--- src/rtl/mac_pkg.sv ---
// Shared constants and the accumulate-result clamp/wrap helper for the MAC family.
package mac_pkg;

    localparam int unsigned IFMAP_WIDTH_DEF  = 8;
    localparam int unsigned WEIGHT_WIDTH_DEF = 8;
    localparam int unsigned OFMAP_WIDTH_DEF  = 24;
    localparam int unsigned NUM_ROWS_DEF     = 4;

    // Widest accumulator the helper supports; callers sign/zero-extend into MAX_W+1 bits.
    localparam int unsigned MAX_W = 64;

    // Clamp (saturate=1) or truncate (saturate=0) an extended sum to 'width' bits.
    function automatic logic [MAX_W-1:0] sat_trunc(
        input logic [MAX_W:0] sum,
        input int unsigned    width,
        input logic           is_signed,
        input logic           saturate
    );
        logic [MAX_W:0] one;
        logic [MAX_W:0] hi;
        logic [MAX_W:0] lo;
        one       = (MAX_W+1)'(1);
        hi        = '0;
        lo        = '0;
        sat_trunc = sum[MAX_W-1:0];
        if (saturate) begin
            if (is_signed) begin
                hi = (one << (width - 1)) - one;
                lo = ~hi;
                if ($signed(sum) > $signed(hi)) begin
                    sat_trunc = hi[MAX_W-1:0];
                end else if ($signed(sum) < $signed(lo)) begin
                    sat_trunc = lo[MAX_W-1:0];
                end
            end else begin
                hi = (one << width) - one;
                if (sum > hi) begin
                    sat_trunc = hi[MAX_W-1:0];
                end
            end
        end
    endfunction

endpackage

--- src/rtl/mac_column_if.sv ---
// Column-level bus: control, serial weight load, ifmap/psum data in and out.
interface mac_column_if
    import mac_pkg::*;
#(
    parameter int unsigned IFMAP_WIDTH  = IFMAP_WIDTH_DEF,
    parameter int unsigned WEIGHT_WIDTH = WEIGHT_WIDTH_DEF,
    parameter int unsigned OFMAP_WIDTH  = OFMAP_WIDTH_DEF,
    parameter int unsigned NUM_ROWS     = NUM_ROWS_DEF
);

    logic                            enable;
    logic                            in_valid;
    logic                            weight_shift_enable;
    logic                            weight_swap;
    logic [WEIGHT_WIDTH-1:0]         weight_in;
    logic [NUM_ROWS*IFMAP_WIDTH-1:0] ifmap_in;
    logic [OFMAP_WIDTH-1:0]          ofmap_in;
    logic [NUM_ROWS*IFMAP_WIDTH-1:0] ifmap_out;
    logic [OFMAP_WIDTH-1:0]          ofmap_out;
    logic                            out_valid;

    modport master (
        output enable, in_valid, weight_shift_enable, weight_swap,
               weight_in, ifmap_in, ofmap_in,
        input  ifmap_out, ofmap_out, out_valid
    );

    modport slave (
        input  enable, in_valid, weight_shift_enable, weight_swap,
               weight_in, ifmap_in, ofmap_in,
        output ifmap_out, ofmap_out, out_valid
    );

endinterface

--- src/rtl/mac_pe.sv ---
// One weight-stationary PE row: shadow/active weights, MAC with clamp/wrap, psum/ifmap/valid regs.
module mac_pe
    import mac_pkg::*;
#(
    parameter int unsigned IFMAP_WIDTH  = IFMAP_WIDTH_DEF,
    parameter int unsigned WEIGHT_WIDTH = WEIGHT_WIDTH_DEF,
    parameter int unsigned OFMAP_WIDTH  = OFMAP_WIDTH_DEF,
    parameter int unsigned SIGNED       = 1,
    parameter int unsigned SATURATE     = 0
) (
    input  logic                    clk,
    input  logic                    rst_n,
    input  logic                    enable,
    input  logic                    weight_shift_enable,
    input  logic                    weight_swap,
    input  logic [WEIGHT_WIDTH-1:0] shadow_in,
    output logic [WEIGHT_WIDTH-1:0] shadow_out,
    input  logic [IFMAP_WIDTH-1:0]  ifmap_in,
    output logic [IFMAP_WIDTH-1:0]  ifmap_out,
    input  logic [OFMAP_WIDTH-1:0]  psum_in,
    output logic [OFMAP_WIDTH-1:0]  psum_out,
    input  logic                    valid_in,
    output logic                    valid_out
);

    localparam int unsigned PROD_W = IFMAP_WIDTH + WEIGHT_WIDTH;
    localparam int unsigned SUM_W  = OFMAP_WIDTH + 1;
    localparam logic        SGN    = (SIGNED != 0);
    localparam logic        SAT    = (SATURATE != 0);

    logic [WEIGHT_WIDTH-1:0] shadow;
    logic [WEIGHT_WIDTH-1:0] active;
    logic [PROD_W-1:0]       op_a;
    logic [PROD_W-1:0]       op_b;
    logic [PROD_W-1:0]       prod;
    logic [SUM_W-1:0]        sum;
    logic [MAX_W:0]          sum_wide;
    logic [OFMAP_WIDTH-1:0]  psum_next;

    assign shadow_out = shadow;

    // Operands extended to product width so the low PROD_W bits are the exact product.
    always_comb begin
        op_a      = {{WEIGHT_WIDTH{SGN & ifmap_in[IFMAP_WIDTH-1]}}, ifmap_in};
        op_b      = {{IFMAP_WIDTH{SGN & active[WEIGHT_WIDTH-1]}}, active};
        prod      = op_a * op_b;
        sum       = {{(SUM_W-PROD_W){SGN & prod[PROD_W-1]}}, prod}
                  + {SGN & psum_in[OFMAP_WIDTH-1], psum_in};
        sum_wide  = {{(MAX_W+1-SUM_W){SGN & sum[SUM_W-1]}}, sum};
        psum_next = OFMAP_WIDTH'(sat_trunc(sum_wide, OFMAP_WIDTH, SGN, SAT));
    end

    // Weight path ignores enable; a swap captures the shadow value from before any same-cycle shift.
    always_ff @(posedge clk or negedge rst_n) begin
        if (!rst_n) begin
            shadow <= '0;
            active <= '0;
        end else begin
            if (weight_shift_enable) shadow <= shadow_in;
            if (weight_swap)         active <= shadow;
        end
    end

    always_ff @(posedge clk or negedge rst_n) begin
        if (!rst_n) begin
            psum_out  <= '0;
            ifmap_out <= '0;
            valid_out <= 1'b0;
        end else if (enable) begin
            psum_out  <= psum_next;
            ifmap_out <= ifmap_in;
            valid_out <= valid_in;
        end
    end

endmodule

--- src/rtl/mac_column.sv ---
// Weight-stationary systolic column: NUM_ROWS chained PEs, psum flowing down, serial weight load.
module mac_column
    import mac_pkg::*;
#(
    parameter int unsigned IFMAP_WIDTH  = IFMAP_WIDTH_DEF,
    parameter int unsigned WEIGHT_WIDTH = WEIGHT_WIDTH_DEF,
    parameter int unsigned OFMAP_WIDTH  = OFMAP_WIDTH_DEF,
    parameter int unsigned NUM_ROWS     = NUM_ROWS_DEF,
    parameter int unsigned SIGNED       = 1,
    parameter int unsigned SATURATE     = 0
) (
    input logic         clk,
    input logic         rst_n,
    mac_column_if.slave bus
);

    logic [WEIGHT_WIDTH-1:0] shadow [NUM_ROWS];
    logic [OFMAP_WIDTH-1:0]  psum   [NUM_ROWS];
    logic                    valid  [NUM_ROWS];

    for (genvar r = 0; r < NUM_ROWS; r++) begin : g_row
        logic [WEIGHT_WIDTH-1:0] shadow_prev;
        logic [OFMAP_WIDTH-1:0]  psum_prev;
        logic                    valid_prev;

        // Row 0 is fed from the column inputs, later rows from the row above.
        if (r == 0) begin : g_head
            assign shadow_prev = bus.weight_in;
            assign psum_prev   = bus.ofmap_in;
            assign valid_prev  = bus.in_valid;
        end else begin : g_body
            assign shadow_prev = shadow[r-1];
            assign psum_prev   = psum[r-1];
            assign valid_prev  = valid[r-1];
        end

        mac_pe #(
            .IFMAP_WIDTH (IFMAP_WIDTH),
            .WEIGHT_WIDTH(WEIGHT_WIDTH),
            .OFMAP_WIDTH (OFMAP_WIDTH),
            .SIGNED      (SIGNED),
            .SATURATE    (SATURATE)
        ) u_pe (
            .clk                (clk),
            .rst_n              (rst_n),
            .enable             (bus.enable),
            .weight_shift_enable(bus.weight_shift_enable),
            .weight_swap        (bus.weight_swap),
            .shadow_in          (shadow_prev),
            .shadow_out         (shadow[r]),
            .ifmap_in           (bus.ifmap_in[r*IFMAP_WIDTH +: IFMAP_WIDTH]),
            .ifmap_out          (bus.ifmap_out[r*IFMAP_WIDTH +: IFMAP_WIDTH]),
            .psum_in            (psum_prev),
            .psum_out           (psum[r]),
            .valid_in           (valid_prev),
            .valid_out          (valid[r])
        );
    end

    assign bus.ofmap_out = psum[NUM_ROWS-1];
    assign bus.out_valid = valid[NUM_ROWS-1];

endmodule

--- src/flat_wrapper.sv ---
// flat-port wrapper written by rule: the top's interface ports become plain ports
module mac_column_flat import mac_pkg::*;
#(
    parameter int unsigned IFMAP_WIDTH  = IFMAP_WIDTH_DEF,
    parameter int unsigned WEIGHT_WIDTH = WEIGHT_WIDTH_DEF,
    parameter int unsigned OFMAP_WIDTH  = OFMAP_WIDTH_DEF,
    parameter int unsigned NUM_ROWS     = NUM_ROWS_DEF,
    parameter int unsigned SIGNED       = 1,
    parameter int unsigned SATURATE     = 0
)
  (clk, rst_n, bus_enable, bus_in_valid, bus_weight_shift_enable, bus_weight_swap, bus_weight_in, bus_ifmap_in, bus_ofmap_in, bus_ifmap_out, bus_ofmap_out, bus_out_valid);
  mac_column_if #(.IFMAP_WIDTH(IFMAP_WIDTH), .WEIGHT_WIDTH(WEIGHT_WIDTH), .OFMAP_WIDTH(OFMAP_WIDTH), .NUM_ROWS(NUM_ROWS)) bus_i ();
  input logic clk;
  input logic rst_n;
  input wire logic [$bits(bus_i.enable)-1:0] bus_enable;
  input wire logic [$bits(bus_i.in_valid)-1:0] bus_in_valid;
  input wire logic [$bits(bus_i.weight_shift_enable)-1:0] bus_weight_shift_enable;
  input wire logic [$bits(bus_i.weight_swap)-1:0] bus_weight_swap;
  input wire logic [$bits(bus_i.weight_in)-1:0] bus_weight_in;
  input wire logic [$bits(bus_i.ifmap_in)-1:0] bus_ifmap_in;
  input wire logic [$bits(bus_i.ofmap_in)-1:0] bus_ofmap_in;
  output wire logic [$bits(bus_i.ifmap_out)-1:0] bus_ifmap_out;
  output wire logic [$bits(bus_i.ofmap_out)-1:0] bus_ofmap_out;
  output wire logic [$bits(bus_i.out_valid)-1:0] bus_out_valid;
  assign bus_i.enable = bus_enable;
  assign bus_i.in_valid = bus_in_valid;
  assign bus_i.weight_shift_enable = bus_weight_shift_enable;
  assign bus_i.weight_swap = bus_weight_swap;
  assign bus_i.weight_in = bus_weight_in;
  assign bus_i.ifmap_in = bus_ifmap_in;
  assign bus_i.ofmap_in = bus_ofmap_in;
  assign bus_ifmap_out = bus_i.ifmap_out;
  assign bus_ofmap_out = bus_i.ofmap_out;
  assign bus_out_valid = bus_i.out_valid;
  mac_column #(.IFMAP_WIDTH(IFMAP_WIDTH), .WEIGHT_WIDTH(WEIGHT_WIDTH), .OFMAP_WIDTH(OFMAP_WIDTH), .NUM_ROWS(NUM_ROWS), .SIGNED(SIGNED), .SATURATE(SATURATE)) u_core (.clk(clk), .rst_n(rst_n), .bus(bus_i));
endmodule
--- config.mk ---
export PLATFORM = sky130hd
export DESIGN_NAME = mac_column_flat
export DESIGN_NICKNAME = d
export VERILOG_FILES = /design/src/rtl/mac_pkg.sv /design/src/rtl/mac_column_if.sv /design/src/rtl/mac_pe.sv /design/src/rtl/mac_column.sv /design/src/flat_wrapper.sv
export SDC_FILE = /design/constraint.sdc
export NUM_CORES = 1
export LEC_CHECK = 0
export CAP_MARGIN = 15
export CORE_UTILIZATION = 45
export DETAILED_ROUTE_END_ITERATION = 16
export GPL_ROUTABILITY_DRIVEN = 1
export GPL_TIMING_DRIVEN = 0
export PLACE_DENSITY_LB_ADDON = 0.08
export SKIP_CTS_REPAIR_TIMING = 1
export SLEW_MARGIN = 20
export SYNTH_ARGS = -nofsm -noshare
export SYNTH_HDL_FRONTEND = slang
export SYNTH_SLANG_ARGS = --single-unit
--- constraint.sdc ---
create_clock -name clk -period 7.65 [get_ports clk]
set_input_delay 0.765 -clock clk [delete_from_list [all_inputs] [get_ports clk]]
set_output_delay 0.765 -clock clk [all_outputs]
set_load 0.05 [all_outputs]
Yosys cells after proc, flatten, opt, wreduce, memory -nomap -nowiden --
Cells that the tools add are included.
Word-level totals: output and inout port bits 57, word-level logic and storage cells 28, bits of input ports 70, flip-flop bits (word level) 196
Cells by class: $add $sub $neg 4, multipliers 4
Operators with widths (count):
- $add 16x24->24 | 4
- $mul 8x8->16 | 4

Depth between registers and ports, before layout --
depth in word-level cells 2, mapped depth 20, depth with buffers taken out 20

Cells and area by module --
From an unflattened synthesis, not the netlist that was laid out.
Second synthesis, totals: cell total of the unflattened synthesis 2147, area, all modules 24111.9 um^2
By module, submodules not included:
- mac_pe at u_core.g_row[1].u_pe ... | times used 2, area each 6028.3 um^2, seq. area each 1226.2 um^2, cells an instance 537
- mac_pe at u_core.g_row[0].u_pe | times used 1, area each 6049.6 um^2, seq. area each 1226.2 um^2, cells an instance 531
- mac_pe at u_core.g_row[3].u_pe | times used 1, area each 6005.8 um^2, seq. area each 1226.2 um^2, cells an instance 542

Worst setup path before layout --
Ideal clock, no wire load.
path kind input-to-reg, start input port bus_ifmap_in[7], end register u_core.g_row[0].u_pe.psum_out[22], cell stages on the path 18, path slack 1288 ps, path buffers 1, library setup time 129 ps, required time 7521 ps, arrival time 6234 ps, cells stage by stage clkbuf_1 and2_1 inv_1 fa_1 inv_1 fa_1 fa_1 fa_1 fa_1 ha_1 o21ai_0 o21ai_1 a21oi_2 a21oi_2 a221o_1 o31ai_2 nor4b_1 a2111o_1
Between the ends: word-level cells in the longest chain between the ends 2
Ends and longest elaborated chain:
- from (decl) | line flat_wrapper.sv:20 | input wire logic [$bits(bus_i.ifmap_in)-1:0] bus_ifmap_in;
- $mul 8x8->16 | line mac_pe.sv:46 | prod = op_a * op_b;
- $add 16x24->24 | line mac_pe.sv:48 | + {SGN & psum_in[OFMAP_WIDTH-1], psum_in};
- to (signal assigned) | line mac_pe.sv:70 | psum_out <= psum_next;
- to (decl) | line mac_pe.sv:21 | output logic [OFMAP_WIDTH-1:0] psum_out,
No other way between the ends. A chain may end at the register's enable or synchronous reset.

Worst setup path in the final report --
start input port bus_ifmap_in[23], end register u_core.g_row[2].u_pe.psum_out[19]
Between the ends: word-level cells in the longest chain between the ends 2
Ends and longest elaborated chain (line):
- $mul 8x8->16 | mac_pe.sv:46
- $add 16x24->24 | mac_pe.sv:48
- to (signal assigned) | mac_pe.sv:70
- to (decl) | mac_pe.sv:21
No other way between the ends.

==> impl_metrics.prom <==
# TYPE chip_impl_metric gauge
chip_impl_metric{name="number_of_cts_inserted_buffers",unit=""} 17
chip_impl_metric{name="syn-mean-instance-area",unit="µm²"} 11.1
chip_impl_metric{name="groute.usage.overall",unit="%"} 21.1
chip_impl_info{name="synth_top_family_by_area",value="adder cells"} 1
chip_impl_metric{name="clkLatencyLatePin",unit="ns"} 0.50
chip_impl_info{name="cp_slowest_cell",value="sky130_fd_sc_hd__and2_1"} 1
chip_impl_metric{name="synth_async_sr_flop_share",unit="%"} 100
chip_impl_metric{name="critical_path_required",unit="ns"} 7.98
chip_impl_metric{name="timing.max_cap.violations",unit=""} 0
chip_impl_info{name="cts_root_buffer",value="sky130_fd_sc_hd__clkbuf_16"} 1
chip_impl_metric{name="period_needed",unit="ns"} 6.41
chip_impl_metric{name="muxShareOfSynthArea",unit="%"} 7.32
chip_impl_metric{name="synth-seq-cells",unit=""} 196
chip_impl_metric{name="layout_worst_path_cycle_share",unit="%"} 83.8
chip_impl_metric{name="rows",unit=""} 83
chip_impl_metric{name="grt_antenna_before_repair",unit=""} 0
chip_impl_metric{name="detailroute.via_count",unit=""} 15012
chip_impl_metric{name="number_of_synthesized_flops_with_an_enable_pin",unit=""} 0
chip_impl_info{name="postSynth.topFlopCell",value="sky130_fd_sc_hd__dfrtp_1"} 1
chip_impl_info{name="hold_path.class",value="in -> async"} 1
chip_impl_metric{name="critical-path-max-stage-delay",unit="ns"} 0.79
chip_impl_metric{name="worst_setup_hold_path_clk_slew",unit="ns"} 0.08
chip_impl_metric{name="fill_cells",unit=""} 4792
chip_impl_metric{name="synth_largest_type_area_fraction",unit="%"} 35.4
chip_impl_info{name="setup.worst_path.end_class",value="flop"} 1
chip_impl_info{name="grt_setup_unrepaired",value="false"} 1
chip_impl_metric{name="first_iter_violations",unit=""} 507
chip_impl_metric{name="drc_viols",unit=""} 0
chip_impl_metric{name="timing.final.hold_violations",unit=""} 0
chip_impl_metric{name="maximum_count_of_clock_buffers_along_a_single_path",unit=""} 2
chip_impl_metric{name="setup_slack",unit="ns"} 1.24
chip_impl_info{name="crit_path_cell_trace",value="clkdlybuf4s50_1 -> and2_1 -> fa_1 -> fa_1 -> fa_1 -> fa_1 -> ha_1 -> ha_1 -> inv_2 -> nor3_1 -> nand3_1 -> o221ai_1 -> a221o_1 -> o31a_1 -> xnor2_1 -> a21oi_1"} 1
chip_impl_metric{name="postRouteWirelength",unit="µm"} 50900
chip_impl_metric{name="synth-xor-area-share",unit="%"} 3.28
chip_impl_info{name="worst_setup_path_category",value="in -> reg"} 1
chip_impl_metric{name="setup_violations",unit=""} 0
chip_impl_metric{name="first_global_vias",unit=""} 16962
chip_impl_metric{name="largest_net_degree_at_the_start_of_global_routing",unit=""} 92
chip_impl_info{name="yosys.area.top_type",value="sky130_fd_sc_hd__fa_1"} 1
chip_impl_metric{name="coreArea",unit="µm²"} 51500
chip_impl_metric{name="syn-num-nets",unit=""} 2814
chip_impl_metric{name="final_weighted_congestion_of_routability_driven_global_placement",unit=""} 0.829
chip_impl_metric{name="clock-sinks",unit=""} 196
chip_impl_metric{name="maxSlewHeadroom",unit="%"} 23.7
chip_impl_metric{name="relative_area_change_from_synthesis_to_final_layout",unit="%"} 11.4
chip_impl_metric{name="floorplan.initialDensity",unit="%"} 45.7
chip_impl_metric{name="worst_slew_pin_slew",unit="ns"} 1.14
chip_impl_metric{name="crit_arrival",unit="ns"} 6.73
chip_impl_info{name="cts_tree",value="yes"} 1
chip_impl_metric{name="max_clock_freq",unit="GHz"} 0.156
chip_impl_metric{name="wire_length_of_the_first_global_routing_pass",unit="µm"} 87200
chip_impl_metric{name="seq_area_frac_synth",unit="%"} 20.8
chip_impl_metric{name="htree_levels",unit=""} 4
chip_impl_info{name="netlist_top_cells_area",value="sky130_fd_sc_hd__fa_1, sky130_fd_sc_hd__dfrtp_1, sky130_fd_sc_hd__ha_1"} 1
chip_impl_metric{name="multi_input_comb_area",unit="µm²"} 17100
chip_impl_metric{name="place_worst_setup_slack",unit="ns"} 0.384
chip_impl_info{name="crit_path_frequent_cell",value="sky130_fd_sc_hd__fa_1"} 1
chip_impl_metric{name="ports_placed_on_the_boundary",unit=""} 127
chip_impl_metric{name="layout.area.seq",unit="µm²"} 4900
chip_impl_metric{name="netlist_area_before_placement",unit="µm²"} 23500
chip_impl_metric{name="clock_skew",unit="ns"} 0.0230
chip_impl_metric{name="ant_nets",unit=""} 0
chip_impl_metric{name="synth-adder-area-share",unit="%"} 46.9
chip_impl_metric{name="postLayoutCoreUtil",unit="%"} 50.9
chip_impl_metric{name="first_pass_iters",unit=""} 4
chip_impl_info{name="startpoint_type",value="primary input"} 1
chip_impl_metric{name="overflow",unit=""} 0
chip_impl_metric{name="drv_slew",unit=""} 0
chip_impl_metric{name="synth_compound_gate_area_share",unit="%"} 6.77
chip_impl_metric{name="design.die.area",unit="µm²"} 53200
chip_impl_metric{name="final_layout_size_suffix_gt1_share",unit="%"} 8.98
chip_impl_metric{name="worst_hold_slack",unit="ns"} 0.111
chip_impl_metric{name="drt-wirelength-per-cell",unit="µm"} 17.3
chip_impl_metric{name="finalSetupTns",unit="ns"} 0
chip_impl_metric{name="port-buffer-count",unit=""} 115
chip_impl_metric{name="gate_count_post_synth",unit=""} 2112
chip_impl_metric{name="via_per_inst",unit=""} 5.10
chip_impl_metric{name="detailed_place_hpwl",unit="µm"} 42900
chip_impl_metric{name="diodes",unit=""} 0
chip_impl_metric{name="synthSimpleGateAreaFrac",unit="%"} 8.23
chip_impl_metric{name="die_x",unit="µm"} 231
chip_impl_info{name="run_status",value="finished clean"} 1
chip_impl_metric{name="top_fanout_value_on_the_critical_path",unit=""} 16
chip_impl_metric{name="yosys_warnings",unit=""} 0
chip_impl_metric{name="synth.lib_cells_used.distinct",unit=""} 57
chip_impl_metric{name="floorplan.die.height",unit="µm"} 231
chip_impl_metric{name="finish.net_count",unit=""} 2950
[synthesized netlist by cell type, types with 13 or more instances]
master                     instances
sky130_fd_sc_hd__a21oi_1          53
sky130_fd_sc_hd__mux2_2          153
sky130_fd_sc_hd__xor2_1           22
sky130_fd_sc_hd__o21bai_1         18
sky130_fd_sc_hd__o21ai_1          15
sky130_fd_sc_hd__and2_1          131
sky130_fd_sc_hd__inv_1           369
sky130_fd_sc_hd__ha_1            216
sky130_fd_sc_hd__a21o_1           38
sky130_fd_sc_hd__a211oi_1         13
sky130_fd_sc_hd__clkbuf_1         33
sky130_fd_sc_hd__dfrtp_1         196
sky130_fd_sc_hd__nand2_1         141
sky130_fd_sc_hd__nor2_1           46
sky130_fd_sc_hd__o21ai_0          40
sky130_fd_sc_hd__fa_1            416
sky130_fd_sc_hd__xnor2_1          66
[through the flow]
step	instances	area (µm²)
finish	2941	26200
global route	2941	26200
CTS	2941	26200
detailed placement	2909	25600
global placement	2907	25500
floorplan	2112	23500
[worst paths after layout]
path	start	end	slack, ns	cells after the start
worst min-delay path	rst_n	u_core.g_row[3].u_pe.ifmap_out[0]	0.11	1
worst max register to register	u_core.g_row[0].u_pe.active[0]	u_core.g_row[0].u_pe.psum_out[22]	1.34	18
worst min register to register	u_core.g_row[0].u_pe.valid_out	u_core.g_row[1].u_pe.valid_out	0.49	1
min in group clk	u_core.g_row[0].u_pe.valid_out	u_core.g_row[1].u_pe.valid_out	0.49	1
max in group asynchronous	rst_n	u_core.g_row[1].u_pe.psum_out[13]	6.46	3
worst max-delay path	bus_ifmap_in[23]	u_core.g_row[2].u_pe.psum_out[19]	1.24	16
[layout make-up]
class | count | area share, %
Sequential cell | 196 | 18.7
Clock inverter | 15 | 0.749
Multi-Input combinational cell | 1498 | 65.1
Tap cell | 680 | 3.24
Timing Repair Buffer | 117 | 4.62
Clock buffer | 17 | 1.62
Buffer | 44 | 0.649
Inverter | 374 | 5.35
[cell families (layout without fill, tap and decap cells)]
group | after synthesis | count (layout)
buffers and inverters | 418 | 567
muxes | 153 | 153
DFF | 196 | 196
adders and majority gates | 632 | 632
xor gates and xnor gates | 88 | 88
and+or+nand+nor | 383 | 383
AOI/OAI and AO/OA | 242 | 242
[critical path, delay by kind of cell]
family,cells,cell delay [ns]
AND/OR/NAND/NOR,3,1.33
XOR/XNOR,1,0.16
AO/OA/AOI/OAI,4,1.01
buffers and inverters,2,0.73
adder cells (fa/ha/maj),6,2.72
[flip-flops by register name (all words and copies together) (netlist names)]
name	count
u_core.g_row.u_pe.valid_out	4
u_core.g_row.u_pe.active	32
u_core.g_row.u_pe.ifmap_out	32
u_core.g_row.u_pe.psum_out	96
u_core.g_row.u_pe.shadow_out	32
[per-layer routing]
| layer | part of all wire, % | global-route usage [%] | vias up |
|---|---|---|---|
| li1 | - | - | 7001 |
| met1 | 42 | 25.5 | 7801 |
| met2 | 53 | 38.9 | 164 |
| met3 | 3.5 | 3.04 | 46 |
| met4 | 1.8 | 5.77 | 0 |
| met5 | 0 | 0 | - |
[layout by cell type (no fill, tap or decap), drive strengths merged, types with 3 or more instances in the layout]
cell,count
fa,416
inv,378
ha,216
dfrtp,196
mux2,153
nand2,141
and2,131
clkdlybuf4s50,114
xnor2,66
a21oi,55
o21ai,55
clkbuf,50
nor2,46
a21o,38
xor2,22
o21bai,18
a211oi,14
buf,14
nor2b,11
and3,11
nand2b,10
nor3,10
o31ai,10
a31oi,9
clkinv,9
nand3,7
o21a,6
o211ai,5
a22o,5
a211o,4
o311ai,4
a21boi,4
or4,3
Power is not shown: default switching activity piles up to over one toggle a cycle in this logic, so the estimate is an artifact.
==> RTL edit 1, RTL diff (config.mk and constraints unchanged) <==
Change the package constant `IFMAP_WIDTH_DEF` from 8 to 12.
--- a/src/rtl/mac_pkg.sv
+++ b/src/rtl/mac_pkg.sv
@@ -1,7 +1,7 @@
 // Shared constants and the accumulate-result clamp/wrap helper for the MAC family.
 package mac_pkg;
 
-    localparam int unsigned IFMAP_WIDTH_DEF  = 8;
+    localparam int unsigned IFMAP_WIDTH_DEF  = 12;
     localparam int unsigned WEIGHT_WIDTH_DEF = 8;
     localparam int unsigned OFMAP_WIDTH_DEF  = 24;
     localparam int unsigned NUM_ROWS_DEF     = 4;
Interface: changed (resized bus_ifmap_in and bus_ifmap_out); port bits go from 127 to 159. The function was not compared with the original's and may differ.
==> RTL edit 1 against the original RTL <==
  * Worst setup slack got worse by 180 ps
  * Final area increased by 13%
  * Area after synthesis rose by 11%
  * Sequential share of layout area fell by 0.75 points
  * Wire length rose by 25%
  * Global-route usage is 1.9 points higher
  * Sequential cell count is 16 higher
  * Largest cell class unchanged
  * Highest routed layer unchanged
Power is not shown: default switching activity piles up to over one toggle a cycle in this logic, so the estimate is an artifact.
==> RTL edit 1: results (changes against the original RTL) <==
[run_status]
status = finished, final reports clean

[synthesis]
synth.area.top_cells = fa_1, dfrtp_1, ha_1
avgSynthCellArea_sq_um = 10.74  ; -3.6%
ys_types = 60  ; +5.3%
synth_seq_area_share = 0.2034  ; -0.005021
ys_ff_latch = 212  ; +8.2%
synth_compound_area_frac = 0.06132  ; -0.006377
synthXorXnorAreaFrac = 0.02721  ; -0.005553
yosys.area_share.adder = 0.4599  ; -0.008974
ys.flop_type = dfrtp_1
synthMuxAreaShare = 0.06953  ; -0.003703
post_synth_most_frequent_cells = fa_1, inv_1, ha_1, dfrtp_1, and2_1
syn-num-nets = 3193  ; +13%

[final_layout]
n_all_inverters = 408  ; +9.1%
multi_input_cells = 1736  ; +16%
multi_input_area_share = 0.6420  ; -0.008601
clock_area_frac = 0.03340  ; +0.009687
final_area_sq_um = 29550  ; +13%
nNonClkBuffers = 221  ; +37%
drive_above_1_share = 0.08476  ; -0.005025
nClkBuffers = 37  ; +20
buffer_area_frac = 0.06130  ; +0.008622
top_regs = u_core.g_row.u_pe.psum_out (96), u_core.g_row.u_pe.ifmap_out (48)

[critical_path]
cp.arrival_ps = 7100  ; +370 ps
regToRegSetupSlack_ps = 1310  ; -30 ps
r2r-end = u_core.g_row[0].u_pe.psum_out[21]$_DFFE_PN0P_
r2r_cells = 16  ; -2

[clock_tree]
path_clk_slew_ps = 60  ; -20 ps
htreeDepth = 1  ; -3
clkLatencyLatePin_ps = 620  ; +120 ps
cts_made_buffers = 30  ; +13
clk_path_buf_depth = 3  ; +1

[timing]
setup_slack_ps = 1059  ; -182.1 ps
skew_ps = 51.96  ; +28.99 ps
tightest_slew_ps = 1164  ; +18.85 ps

[routing]
via_count = 17540  ; +17%
drtPass1Iterations = 6  ; +2
met1Wirelength_mm = 27.75  ; +31%
wl_met2_mm = 31.14  ; +16%
drtIter0Drc = 838  ; +65%
wl_per_cell_microns = 18.84  ; +9.0%
met3_length_mm = 3.083  ; +74%
wl_mm = 63.83  ; +25%

[placed_design]
port-buffer-count = 148  ; +29%
placed_area_sq_um = 28570  ; +12%
dp_cells = 3333  ; +15%
hpwl_mm = 52.95  ; +24%
gp_congestion = 0.8598  ; +3.7%
place_ws_ps = 373.4  ; -10.88 ps

[global_routing]
grt_pass1_vias = 19380  ; +14%
grt.total_usage = 0.2297  ; +0.01887
grt_use_met1 = 0.3019  ; +0.04719
grt_pass1_wl_mm = 106.0  ; +22%
grt_max_degree = 79  ; -14%

[floorplanning]
tap_cells = 756  ; +11%

RTL edit 1: changes by cell type after synthesis, moves of 7 or more:
| cell | before | now |
|---|---|---|
| a21o_1 | 38 | 20 |
| a21oi_1 | 53 | 68 |
| and2_1 | 131 | 209 |
| clkbuf_1 | 33 | 63 |
| dfrtp_1 | 196 | 212 |
| fa_1 | 416 | 464 |
| inv_1 | 369 | 407 |
| nand2_1 | 141 | 186 |
| nand4_1 | 0 | 7 |
| nor2_1 | 46 | 79 |
| o21ai_0 | 40 | 71 |
| o21ai_1 | 15 | 3 |
RTL edit 1: critical path, stage by stage:
cell and delay, ps:
clkdlybuf4s50_1 700, and2_1 790, inv_1 140, fa_1 520
inv_1 50, fa_1 490, fa_1 560, fa_1 410
ha_1 290, ha_1 390, nand4_1 320, nor4_1 560
o32a_1 360, nor2b_4 220, a32oi_1 130, xnor2_1 140
mux2_4 250
==> RTL edit 2, RTL diff (config.mk and constraints unchanged) <==
Made on the original files. Make the reset (`rst_n`) synchronous in 2 clocked blocks.
--- a/src/rtl/mac_pe.sv
+++ b/src/rtl/mac_pe.sv
@@ -51,7 +51,7 @@
     end
 
     // Weight path ignores enable; a swap captures the shadow value from before any same-cycle shift.
-    always_ff @(posedge clk or negedge rst_n) begin
+    always_ff @(posedge clk) begin
         if (!rst_n) begin
             shadow <= '0;
             active <= '0;
@@ -61,7 +61,7 @@
         end
     end
 
-    always_ff @(posedge clk or negedge rst_n) begin
+    always_ff @(posedge clk) begin
         if (!rst_n) begin
             psum_out  <= '0;
             ifmap_out <= '0;
Formal check against the unedited RTL: differs if rst_n is asserted again (counterexample within 4 cycles, from zero or initial values and one cycle with rst_n low); with rst_n held inactive, the same outputs for 4 cycles.
==> RTL edit 2 against the original RTL <==
  * Area after synthesis up 1.0%
  * Wire length up 11%
  * Non-clock buffer count up 28
  * Sequential cell count unchanged
  * Worst setup slack worse by 99 ps
  * Worst hold slack better by 380 ps
  * Highest routed layer unchanged
  * Final area up 0.58%
Power is left out: it rests on default switching activity, and per cell area and clock period it moved more than threefold.
==> RTL edit 2: results (changes against the original RTL) <==
[final_layout]
drive_above_1_share = 0.02807  ; -0.06172
stdcell_count = 3174  ; +7.9%
num-nets-final = 3183  ; +7.9%

[global_routing]
grt_pass1_wl_mm = 92.60  ; +6.2%
grt_max_degree = 21  ; -77%
grt.total_usage = 0.2265  ; +0.01575
grt_pass1_vias = 16680  ; -1.7%
grt_antenna_before_repair = 1  ; +1

[placed_design]
dp_cells = 3142  ; +8.0%
hpwl_mm = 46.83  ; +9.3%
placed_area_sq_um = 25750  ; +0.60%
gp_congestion = 0.8620  ; +4.0%
place_ws_ps = 281.8  ; -102.5 ps
port-buffer-count = 113  ; -1.7%

[timing]
skew_ps = 18.51  ; -4.459 ps
tightest_slew_ps = 1166  ; +20.76 ps

[synthesis]
ys.flop_type = dfxtp_1
synth.area.top_cells = fa_1, dfxtp_1, ha_1
synth_compound_area_frac = 0.06587  ; -0.001829
synthMuxAreaShare = 0.06471  ; -0.008518
yosys.area_share.adder = 0.4642  ; -0.004641
ys_types = 65  ; +14%
post_synth_most_frequent_cells = fa_1, inv_1, ha_1, dfxtp_1, nor2b_1
synthXorXnorAreaFrac = 0.02985  ; -0.002904
avgSynthCellArea_sq_um = 10.12  ; -9.2%
synth_seq_area_share = 0.1651  ; -0.04334
synth-async-reset-ratio = 0  ; -1.000

[critical_path]
critical_path_peak_fanout = 16  ; unchanged
cpPeakStageDelay_ps = 820  ; +30 ps
r2r_start = u_core.g_row[3].u_pe.active[0]$_SDFFE_PN0P_
regToRegSetupSlack_ps = 1400  ; +60 ps
cp.arrival_ps = 6900  ; +170 ps
r2r_cells = 18  ; unchanged

[routing]
ant_nets = 0  ; unchanged
wl_per_cell_microns = 17.86  ; +3.2%
drtPass1Iterations = 5  ; +1
drtIter0Drc = 895  ; +77%

[min_path]
min_path_type = flop to flop

[run_status]
status = finished, final reports clean

RTL edit 2: logic make-up after synthesis:
kind of cell,after synthesis
buffers and inverters,441
XOR/XNOR,81
flip-flops,196
adder cells (fa/ha/maj),632
AND/OR/NAND/NOR,620
AO/OA/AOI/OAI,226
multiplexers,153
RTL edit 2: cell type report:
type | instances | area (sq um)
Sequential cell | 196 | 3924
Tap cell | 680 | 850.8
Fill cell | 4803 | 25340
Inverter | 365 | 1370
Clock buffer | 18 | 429.2
Multi-Input combinational cell | 1712 | 18180
Buffer | 76 | 296.5
Timing Repair Buffer | 113 | 1131
Clock inverter | 14 | 187.7
RTL edit 2: worst max-delay path by stage:
stage,slack [ps],end,cells past startpoint
after global routing,890,u_core.g_row[2].u_pe.psum_out[23]$_SDFFE_PN0P_,18
after global placement,330,u_core.g_row[3].u_pe.psum_out[23]$_SDFFE_PN0P_,18
after floorplan,1570,u_core.g_row[0].u_pe.psum_out[23]$_SDFFE_PN0P_,17
after CTS,830,u_core.g_row[2].u_pe.psum_out[23]$_SDFFE_PN0P_,18
after detailed placement,280,u_core.g_row[2].u_pe.psum_out[23]$_SDFFE_PN0P_,18
final,1140,u_core.g_row[2].u_pe.psum_out[23]$_SDFFE_PN0P_,18
RTL edit 2: through the flow:
step                hold slack [ps]    util
finish                        486.4  0.5100
global route                  515.3  0.5100
detailed placement            472.8  0.4979
floorplan                     453.9       -
global placement              465.4  0.4978
CTS                           492.2  0.5098
RTL edit 2: metal layers:
| metal | share of wire | vias up | global-route usage |
|---|---|---|---|
| met3 | 0.039 | 52 | 0.03364 |
| met4 | 0.026 | 0 | 0.07586 |
| met2 | 0.45 | 240 | 0.3438 |
| met1 | 0.48 | 8268 | 0.3294 |
| met5 | 0 | - | 0 |
| li1 | - | 7733 | - |
